### config.mk
export PLATFORM = sky130hd
export DESIGN_NAME = pipe_hazard_ctrl
export DESIGN_NICKNAME = d
export VERILOG_FILES = /design/src/rtl/pipe_hazard_ctrl.sv
export SDC_FILE = /design/constraint.sdc
export NUM_CORES = 1
export LEC_CHECK = 0
export ABC_AREA = 1
export BUFFER_PORTS_ARGS = -buffer_cell sky130_fd_sc_hd__buf_4
export CORE_MARGIN = 4
export CORE_UTILIZATION = 49
export CTS_CLUSTER_DIAMETER = 50
export CTS_CLUSTER_SIZE = 30
export DETAILED_ROUTE_END_ITERATION = 10
export PLACE_DENSITY = 0.78
export SYNTH_ARGS = -nofsm -noshare
export SYNTH_HDL_FRONTEND = slang
export SYNTH_SLANG_ARGS = --single-unit
### constraint.sdc
create_clock -name clk -period 2.9 [get_ports clk]
set_input_delay 0.58 -clock clk [delete_from_list [all_inputs] [get_ports clk]]
set_output_delay 0.58 -clock clk [all_outputs]
set_load 0.02 [all_outputs]
### src/rtl/pipe_hazard_ctrl.sv
// Issue/hazard controller beside ID: scoreboard of in-flight writes, stall/flush/halt.
// Optional PIPE_HAZARD_FWD_EN: forward non-load results, stall only on load-use.
module pipe_hazard_ctrl #(
  parameter int REG_AW   = 4,
  parameter int WB_DEPTH = 3,
  parameter int CNT_W    = $clog2(WB_DEPTH + 1)
) (
  input  logic              clk,
  input  logic              rst,
  input  logic              id_valid,
  input  logic [REG_AW-1:0] id_rs0,
  input  logic              id_re0,
  input  logic [REG_AW-1:0] id_rs1,
  input  logic              id_re1,
  input  logic [REG_AW-1:0] id_rd,
  input  logic              id_we,
  input  logic              id_load,
  input  logic              id_hlt,
  input  logic              br_taken,
  output logic              issue,
  output logic              stall,
  output logic              flush,
  output logic              hlt_done,
  output logic [CNT_W-1:0]  pend_cnt,
  output logic [CNT_W-1:0]  fwd_sel0,
  output logic [CNT_W-1:0]  fwd_sel1
);

  typedef enum logic [1:0] {
    RUN    = 2'd0,
    DRAIN  = 2'd1,
    HALTED = 2'd2
  } state_e;

  state_e              state_q;
  logic                hlt_done_q;

  logic [WB_DEPTH-1:0] v_q;
  logic [WB_DEPTH-1:0] ld_q;
  logic [REG_AW-1:0]   rd_q [WB_DEPTH];
  logic                push_d;

  logic [REG_AW-1:0]   rs [2];
  logic [1:0]          re_w;
  logic [1:0]          match;
  logic [1:0]          haz;
  logic [CNT_W-1:0]    mslot [2];
  logic                hazard;
  logic [CNT_W-1:0]    cnt;

  assign rs[0] = id_rs0;
  assign rs[1] = id_rs1;
  assign re_w  = {id_re1, id_re0};

  // Youngest match wins: scan oldest-to-youngest so lower slots override.
  always_comb begin
    for (int s = 0; s < 2; s++) begin
      match[s] = 1'b0;
      mslot[s] = '0;
      for (int k = WB_DEPTH - 2; k >= 0; k--) begin
        if (re_w[s] && (rs[s] != '0) && v_q[k] &&
            (rd_q[k] == rs[s])) begin
          match[s] = 1'b1;
          mslot[s] = CNT_W'(k);
        end
      end
    end
  end

`ifdef PIPE_HAZARD_FWD_EN
  logic [CNT_W-1:0] fwd [2];

  always_comb begin
    for (int s = 0; s < 2; s++) begin
      haz[s] = match[s] && (mslot[s] == '0) && ld_q[0];
      fwd[s] = match[s] ? (mslot[s] + CNT_W'(1)) : '0;
    end
  end

  assign fwd_sel0 = fwd[0];
  assign fwd_sel1 = fwd[1];
`else
  logic unused_nofwd;

  assign haz          = match;
  assign fwd_sel0     = '0;
  assign fwd_sel1     = '0;
  assign unused_nofwd = ^{ld_q, mslot[0], mslot[1]};
`endif

  assign hazard = |haz;

  always_comb begin
    cnt = '0;
    for (int k = 0; k < WB_DEPTH; k++) begin
      cnt = cnt + CNT_W'(v_q[k]);
    end
  end

  assign pend_cnt = cnt;
  assign hlt_done = hlt_done_q;

  always_comb begin
    issue = 1'b0;
    stall = 1'b0;
    flush = 1'b0;
    if (!rst) begin
      unique case (state_q)
        RUN: begin
          flush = br_taken;
          stall = id_valid & hazard & ~br_taken;
          issue = id_valid & ~hazard & ~br_taken;
        end
        DRAIN, HALTED: begin
          stall = 1'b1;
        end
        default: begin
          stall = 1'b0;
        end
      endcase
    end
  end

  assign push_d = issue & id_we & (id_rd != '0);

  always_ff @(posedge clk) begin
    if (rst) begin
      v_q  <= '0;
      ld_q <= '0;
      for (int k = 0; k < WB_DEPTH; k++) begin
        rd_q[k] <= '0;
      end
    end else begin
      v_q     <= {v_q[WB_DEPTH-2:0], push_d};
      ld_q    <= {ld_q[WB_DEPTH-2:0], id_load};
      rd_q[0] <= id_rd;
      for (int k = 1; k < WB_DEPTH; k++) begin
        rd_q[k] <= rd_q[k-1];
      end
    end
  end

  always_ff @(posedge clk) begin
    if (rst) begin
      state_q    <= RUN;
      hlt_done_q <= 1'b0;
    end else begin
      unique case (state_q)
        RUN: begin
          if (issue && id_hlt) begin
            state_q <= DRAIN;
          end
        end
        DRAIN: begin
          if (cnt == '0) begin
            state_q    <= HALTED;
            hlt_done_q <= 1'b1;
          end
        end
        HALTED: begin
          hlt_done_q <= 1'b1;
        end
        default: begin
          state_q    <= RUN;
          hlt_done_q <= 1'b0;
        end
      endcase
    end
  end

endmodule

# Word-level counts from Yosys, hierarchy flattened

Memories as Yosys holds them, arrays and structs flattened.
Index checks and enable logic that the tools add are counted.

Flip-flop bits (word level): 6
RAM bits: 12
Output and inout port bits: 10
Logic and storage cells: 68
Memories: 1

$add $sub $neg: 2
Eq/ne operators: 8
Mux-type cells: 21
Bitwise logic cells: 13
Reductions and logical operators: 20

Memory list:

| memory | depth | bits a word | rd ports | clocked after Yosys merged registers in | wr ports | line | source |
|---|---|---|---|---|---|---|---|
| rd_q   | 3     | 4           | 2        | 0                                       | 3        | 40   | `logic [REG_AW-1:0] rd_q [WB_DEPTH];` |

Operators by type and width:

| cell                                           | count |
|---|---|
| == test 4 bit                                  | 4 |
| 2-to-1 mux 1 bit                               | 13 |
| 2-to-1 mux 4 bit                               | 3 |
| nonzero test 4 bit                             | 3 |
| logical AND 1 bit                              | 11 |
| bitwise AND 1 bit                              | 6 |
| case mux 2 bit (3 select lines)                | 1 |
| zero test 2 bit                                | 2 |
| 2-to-1 mux 2 bit                               | 2 |
| != test 2 bit (second input constant)          | 2 |
| inverter 1 bit                                 | 4 |
| OR reduction 2 bit                             | 2 |
| bitwise OR 1 bit                               | 3 |
| case mux 1 bit (3 select lines)                | 1 |
| AND reduction 3 bit                            | 1 |
| adder 1 x 1 -> 2 bit                           | 1 |
| adder 2 x 1 -> 2 bit                           | 1 |
| == test 2 x 1 -> 1 bit (second input constant) | 1 |
| == test 2 bit (second input constant)          | 1 |
| case mux 1 bit (2 select lines)                | 1 |
| AND reduction 2 bit                            | 1 |

# Depth between registers and ports, before layout

Gate-level depths: netlist (run 1).

Depth after elaboration: 15
Gate-level depth with buffers: 13

# Least setup slack after synthesis (run 1)

No wires, ideal clock.

Kind: input-to-output
From: in id_rs0[1]
To: out stall
Arrival: 1.434 ns
Required time: 2.320 ns
Slack: 0.886 ns
Stages: 10
Buffers on the path: 0
Path through: inv_1 nand2_1 nand3_1 nor2_1 nand2_1 nand2_2 nor2_4 nor2_1 o21ai_0 nor2_1

Word-level cells in the longest chain between the ends: 11
Elaborated cells between the ends (all ways): 15
Those cells by class: eq/ne (2); mux (4); bitwise (2); reduce/logical (7)

Ends and longest elaborated chain:

| what                                | line | source |
|---|---|---|
| from (decl)                         | 11   | `input logic [REG_AW-1:0] id_rs0,` |
| nonzero test 4 bit                  | 61   | `if (re_w[s] && (rs[s] != '0) && v_q[k] &&` |
| logical AND 1 bit (3 in series)     | 61   |  |
| 2-to-1 mux 1 bit                    | 61   |  |
| 2-to-1 mux 1 bit (*)                | 61   |  |
| OR reduction 2 bit (*)              | 91   | `assign hazard = \|haz;` |
| bitwise AND 1 bit (*) (2 in series) | 111  | `stall = id_valid & hazard & ~br_taken;` |
| case mux 1 bit (2 select lines) (*) | 108  | `unique case (state_q)` |
| 2-to-1 mux 1 bit (*)                | 107  | `if (!rst) begin` |
| to (decl)                           | 21   | `output logic stall,` |

Every way passes the cells marked *; elsewhere a longest branch is shown, timed or not.

# Final worst setup path (run 1)

From: in id_rs0[3]
To: out stall

The elaborated chain is that of the path after synthesis.

==> results.ini, run 1 <==
[setup_path]
end_kind=output pin
reg2reg_from=v_q[0]
reg2reg_slack_ns=1.25
r2r-end=state_q[1]
path_max_fanout=4
critical_path_class=in2out
crit_start=id_rs0[3]
arrival_ns=1.65
ff2ff_path_depth=7
cp-endpoint=stall
critPathLaunchType=input pin
crit_required_ns=2.32

[cells_and_area]
nets=214
layout-drive-gt1-share_pct=20.4
multi_input_area_sq_um=537
syn2layout_area_growth_pct=24.3
antennaDiodeCount=0
fillCellCount=178
regArea_sq_um=280

[route]
drt_wl_total_um=1920
dr.pass1.iters=4
drcViolationCount=0
viasPerCell=4.48
vias=946
drt-initial-drc-count=17
wl_per_cell_um=9.08
ant_nets=0

[sta]
whs_ns=0.480
rsz0062_at_grt=no
skew_ns=0.00356
final-hold-violation-count=0
post-route-period-util_pct=76.7
drv_slew=0
finalSetupViolCount=0
fmax_mhz=449
fin_crit_ns=2.23
tns_ns=0

[power_and_ir_drop]
p_per_area_mw_per_mm2=489
power.total_uw=581
leakage_nw=0.654
irDropWorstVdd_uv=370

[global_route]
antenna_found_initial=0
grt_pass1_wl_um=3280
grt_max_degree=14
grt_usage_pct=16.1
grt_overflow=0
grt_pass1_vias=832

[synth]
synth_mux_area_share_pct=0
yosysTopAreaCellShare_pct=29.3
synth_top_family_by_area=simple AND/OR/NAND/NOR gates
synth_ff_type=dfxtp_1
synth-xor-area-share_pct=0.916
synthCells=159
synthSimpleGateAreaFrac_pct=37.3
synth_area_leaders=dfxtp_1 29%, nand2_1 16%, nor2_1 14%
yosysWarnings=0
avgSynthCellArea_sq_um=6.01
synthAdderAreaFrac_pct=8.64
synth_seq_cells=14
synth-async-reset-ratio_pct=0
synth-edff-count=0
ys_seq_area_share_pct=29.3
synth_cell_type_count=20
synth_compound_area_share_pct=7.72
yosys.area.top_type=dfxtp_1
syn_area_sq_um=956

[clock_network]
cts-root-buf=clkbuf_4
cts_tree=done
clock_latency_ns=0.27
clkSlewWorstSetupHoldPaths_ns=0.09
cts.sinks=14
cts_setup_buffers=0
cts_buffers=3
hold_buffers=0
post_cts_resized=0
clockBufferDepth=2
htreeDepth=1

[floorplanning]
core_sq_mm=0.00178
die_y_um=52.2
start_util_pct=53.6
dieArea_sq_mm=0.00272
fp.dieW_um=52.2
num_rows=15
pin_count=31

[place]
dp_hpwl_um=1610
io_buffers=25
gp_congestion=0.886

[run_status]
status=completed

[min_path]
hp-class=reg2reg

[run]
cap_violations=0

[cell usage in the layout (no fill, tap or decap), types with 5 or more instances in the layout]
cell type  Yosys  final
nand2_1       40     40
nor2_1        35     35
inv_1         27     27
buf_4          4     25
dfxtp_1       14     14
nand3_1        6      6
a21oi_1        6      6
o21ai_1        5      5
ha_1           5      5
[critical path, cell delays in order]
cell,delay [ns]
buf_4,0.12
nor2_1,0.10
nand2_1,0.06
nand2_1,0.08
nor2_1,0.04
nand2_1,0.07
nand2_2,0.07
nor2_4,0.13
nor2_1,0.05
o21ai_0,0.13
nor2_1,0.06
buf_4,0.15
[synthesized netlist by cell type, types with 2 or more instances]
cell type  number
a21oi_1         6
nand2_2         3
dfxtp_1        14
ha_1            5
nor2_1         35
inv_1          27
inv_2           4
o21ai_0         2
nand2_1        40
o21ai_1         5
buf_4           4
nand3_1         6
[through the flow]
| step | setup slack [ns] | area (sq um) | std cells | utilization (%) |
|---|---|---|---|---|
| 3_5_place_dp | 0.669 | 1150 | 207 | 64.6 |
| 4_1_cts | 0.670 | 1190 | 211 | 66.7 |
| 5_1_grt | 0.531 | 1190 | 211 | 66.7 |
| 2_1_floorplan | 0.886 | 967 | 162 | - |
| 6_report | 0.675 | 1190 | 211 | 66.7 |
| 3_3_place_gp | 0.673 | 1150 | 207 | 64.6 |
[registers in the layout, summed over array words and instances, names as in the netlist]
signal,flops
v_q,3
state_q,2
rd_q,8
hlt_done,1
[cells by family (layout without fill, tap and decap cells)]
kind of cell | after synthesis | count (layout)
simple gates | 87 | 87
buf+inv | 36 | 60
compound gates | 14 | 14
flops | 14 | 14
fa+ha+maj | 6 | 6
other cells | 1 | 4
xor+xnor | 1 | 1
[report_power, final]
part,internal (mW),leakage [nW],switching [mW],total [mW]
Combinational,0.0907,0.518,0.126,0.217
Clock,0.0762,0.0210,0.0602,0.136
Sequential,0.212,0.115,0.0156,0.228
[final cells by class]
cell class,instances,share of cell area (%)
tap,25,2.63
timing repair buffer,25,15.8
inverter,31,9.79
clock buffer,4,3.05
multi-input combinational,112,45.2
sequential,14,23.6
[routing by layer]
metal  global-route usage [%]  share of wire (%)
met1                     21.1                 49
met2                     25.9                 44
met3                     3.70                6.3
met4                     5.11               0.89
met5                        0                  0
[how the worst min path moves through the flow]
stage / from / to / slack [ns] / cells past startpoint
floorplan: rd_q[0][3] / rd_q[0][7] / 0.44 / 2
global placement: rd_q[0][2] / rd_q[0][6] / 0.46 / 2
detailed placement: rd_q[0][2] / rd_q[0][6] / 0.47 / 2
CTS: rd_q[0][2] / rd_q[0][6] / 0.48 / 2
global route: rd_q[0][2] / rd_q[0][6] / 0.51 / 2
finish: rd_q[0][3] / rd_q[0][7] / 0.48 / 2
(Power assumes the default switching activity.)
==> run 2: changes to the inputs <==
Settings changed: CORE_UTILIZATION 49 to 44, PLACE_DENSITY 0.78 to 0.74.
Clock period 2.9 ns to 2 ns, I/O delays scaled along.
==> results.ini, run 2 (synthesized netlist as in run 1, its figures left out) <==
[route]
drt_wl_total_um=2030
vias=950
wl_per_cell_um=9.58
drcViolationCount=0
ant_nets=0
viasPerCell=4.48
dr.pass1.iters=4
drt-initial-drc-count=14

[clock_network]
cts.sinks=14
clock_latency_ns=0.27
cts_tree=done
cts_setup_buffers=0
clockBufferDepth=2
cts-root-buf=clkbuf_4
clkSlewWorstSetupHoldPaths_ns=0.08
htreeDepth=1
cts_buffers=3

[sta]
rsz0062_at_grt=yes
tns_ns=0
whs_ns=0.352
setup_slack_ns=0.0473
skew_ns=0.00787
fin_crit_ns=1.95
post-route-period-util_pct=97.6
finalSetupViolCount=0
drv_slew=0
final-hold-violation-count=0
fmax_mhz=512

[global_route]
grt_overflow=0
grt_pass1_vias=868
grt_usage_pct=14.2
antenna_found_initial=0
grt_pass1_wl_um=3130
grt_max_degree=14

[power_and_ir_drop]
p_per_area_mw_per_mm2=691
irDropWorstVdd_uv=502
leakage_nw=0.648
power.total_uw=832

[floorplanning]
num_rows=16
dieArea_sq_mm=0.00298
core_sq_mm=0.00202
fp.dieW_um=54.6
start_util_pct=47.3
pin_count=31
die_y_um=54.6

[place]
pre_cts_slack_ns=0.0929
postPlaceCellArea_sq_mm=0.00115
dpl.cell_count=209
io_buffers=25
gp_congestion=0.841
dp_hpwl_um=1660

[cells_and_area]
final_common_cell=nand2_1
fillCellCount=218
regArea_sq_um=284
fin_util_pct=59.5
multi_input_area_sq_um=559
antennaDiodeCount=0
regMostFlops=rd_q
nets=214
final_cell_count_no_fill=212
largest_reg_flops=8
layout-drive-gt1-share_pct=26.5
layout_common_cells=40 x nand2_1, 34 x nor2_1, 25 x buf_4
syn2layout_area_growth_pct=25.9
top_regs=rd_q: 8 flops, v_q: 3 flops, state_q: 2 flops
design_area_sq_mm=0.00120

[setup_path]
reg2reg_slack_ns=0.35
critPathLaunchType=flop
crit_required_ns=1.60
path_max_fanout=3
critical_path_class=reg2out
reg2reg_from=v_q[0]
arrival_ns=1.55
ff2ff_path_depth=6
end_kind=output pin
r2r-end=state_q[0]

[min_path]
min_from=id_rd[2]
worstHoldPathCells=3
hp-class=in2reg
worstHoldEndpoint=rd_q[0][2]

[run]
cap_violations=0

[run_status]
status=completed

## run 2: cell types whose count changed in the layout (fill, tap and decap cells not counted), moves of 2 or more
cell / previous run / this run
a21oi_2: 0 / 2
inv_2: 4 / 9
a21oi_1: 6 / 4
inv_1: 27 / 22
dfxtp_1: 14 / 11
dfxtp_2: 0 / 3
## run 2: how the worst max path moves through the flow
| stage | startpoint | end | slack [ns] | cells after the start |
|---|---|---|---|---|
| 2_1_floorplan | state_q[0] | stall | 0.35 | 8 |
| 3_3_place_gp | id_rs0[3] | stall | 0.13 | 12 |
| 3_5_place_dp | id_rs0[3] | stall | 0.09 | 12 |
| 4_1_cts | rd_q[0][2] | stall | 0.02 | 12 |
| 5_1_grt | rd_q[0][7] | stall | -0.11 | 11 |
| 6_report | rd_q[0][2] | stall | 0.05 | 12 |
## run 2: repair_timing
action / CTS / global route
resized for setup: 2 / 12
hold buffers: 0 / 0
endpoints found under the hold margin: 0 / 0
endpoints found under the setup margin: 2 / 2
## run 2: area by class of cell
cell class                      instances  share of cell area, %
Tap cell                               27                   2.81
Timing Repair Buffer                   25                   15.6
Inverter                               31                   9.67
Multi-Input combinational cell        112                   46.5
Sequential cell                        14                   23.6
Clock buffer                            3                   1.87
## run 2: metal layers
| metal | routed length [um] | track usage, % |
|---|---|---|
| met5 | 0 | 0 |
| met2 | 983 | 26.6 |
| met3 | 102 | 1.91 |
| met4 | 30 | 5.81 |
| met1 | 916 | 15.7 |
## run 2: critical path: stages, from the launching register on
cell	delay, ns
dfxtp_1	0.38
inv_1	0.07
nand2_1	0.06
nand2_1	0.04
nand2_1	0.06
nor2_1	0.04
nand2_1	0.06
nand2_2	0.06
nor2_4	0.14
nor2_1	0.05
o21ai_1	0.12
nor2_1	0.05
buf_4	0.15
## run 2: power breakdown
group / internal (mW) / total, mW / switching, mW
logic: 0.152 / 0.346 / 0.194
registers: 0.310 / 0.336 / 0.0257
clock network: 0.0696 / 0.151 / 0.0813
total: 0.531 / 0.832 / 0.301
==> run 3: changes to the inputs <==
Settings changed: CORE_UTILIZATION 44 to 47, CTS_BUF_LIST set to sky130_fd_sc_hd__clkbuf_4 sky130_fd_sc_hd__clkbuf_8, PLACE_DENSITY 0.74 to 0.78.
==> results.ini, run 3 (synthesized netlist as in run 1, its figures left out) <==
[sta]
skew_ns=0.00717
finalSetupViolCount=0
setup_slack_ns=0.0631
fin_crit_ns=1.94
rsz0062_at_grt=yes
post-route-period-util_pct=96.8
final-hold-violation-count=0
tns_ns=0
whs_ns=0.339
fmax_mhz=516
drv_slew=0

[cells_and_area]
top_regs=rd_q: 8 flops, v_q: 3 flops, state_q: 2 flops
multi_input_area_sq_um=558
fillCellCount=185
regArea_sq_um=290
final_common_cell=nand2_1
regMostFlops=rd_q
layout_common_cells=40 x nand2_1, 33 x nor2_1, 25 x buf_4
layout-drive-gt1-share_pct=30.1
final_cell_count_no_fill=213
largest_reg_flops=8
nets=214
design_area_sq_mm=0.00122
syn2layout_area_growth_pct=27.9
antennaDiodeCount=0
fin_util_pct=63.0

[floorplanning]
start_util_pct=49.2
dieArea_sq_mm=0.00282
core_sq_mm=0.00194
fp.dieW_um=53.1
die_y_um=53.1
num_rows=16
pin_count=31

[clock_network]
cts-root-buf=clkbuf_4
cts.sinks=14
clkSlewWorstSetupHoldPaths_ns=0.08
clock_latency_ns=0.28
cts_buffers=3
htreeDepth=1
hold_buffers=0
clockBufferDepth=2
cts_setup_buffers=0
cts_tree=done

[global_route]
grt_pass1_wl_um=3500
grt_overflow=0
grt_max_degree=14
antenna_found_initial=0
grt_usage_pct=16.6
grt_pass1_vias=918

[place]
dpl.cell_count=209
io_buffers=25
dp_hpwl_um=1690
postPlaceCellArea_sq_mm=0.00115
gp_congestion=0.848
pre_cts_slack_ns=0.0863

[setup_path]
crit_required_ns=1.60
path_max_fanout=3
end_kind=output pin
arrival_ns=1.54
critical_path_class=reg2out
critPathLaunchType=flop

[run_status]
status=completed

[power_and_ir_drop]
p_per_area_mw_per_mm2=722
leakage_nw=0.655
irDropWorstVdd_uv=457
power.total_uw=882

[route]
drcViolationCount=0
wl_per_cell_um=9.50
drt-initial-drc-count=20
ant_nets=0
drt_wl_total_um=2020
dr.pass1.iters=4
vias=997
viasPerCell=4.68

[min_path]
hp-class=in2reg

[run]
cap_violations=0

[run 3: cell types whose count changed in the layout (fill, tap and decap cells not counted), sizes merged]
cell,previous run,this run
clkbuf,3,4
[run 3: what timing repair did]
item / CTS / global route
endpoints found under the setup margin: 2 / 2
cloned: 0 / 0
gates resized for setup: 6 / 14
pin swaps: 0 / 3
[run 3: path summary, 6_finish.rpt]
path,cells after the start,end,slack (ns),from
worst max-delay path,11,stall,0.06,rd_q[0][7]
worst min-delay path,3,rd_q[0][1],0.34,id_rd[1]
worst max register to register,6,state_q[0],0.41,v_q[0]
worst min register to register,2,rd_q[0][6],0.45,rd_q[0][2]
[run 3: critical path: stages, from the launching register on]
cell     delay [ns]
dfxtp_2        0.36
inv_2          0.04
a21oi_1        0.11
nand2_1        0.07
nor2_1         0.11
nand2_1        0.07
nand2_2        0.07
nor2_4         0.05
nor2_2         0.07
o21ai_1        0.06
nor2_1         0.10
buf_4          0.14
[run 3: metal layers]
metal / vias to the layer above / track usage [%] / share of wire [%]
li1: 519 / - / -
met1: 438 / 19.3 / 41
met2: 36 / 28.5 / 48
met3: 4 / 1.97 / 9.0
met4: 0 / 10.6 / 1.8
met5: - / 0 / 0
[run 3: power breakdown]
part / internal [mW] / switching, mW
registers: 0.311 / 0.0262
logic: 0.152 / 0.196
clock network: 0.111 / 0.0866
[run 3: cell type report]
| type | instances | area share (%) |
|---|---|---|
| timing repair buffer | 25 | 15.4 |
| multi-input combinational | 112 | 45.7 |
| inverter | 31 | 9.52 |
| tap | 27 | 2.76 |
| clock buffer | 4 | 2.97 |
| sequential | 14 | 23.7 |
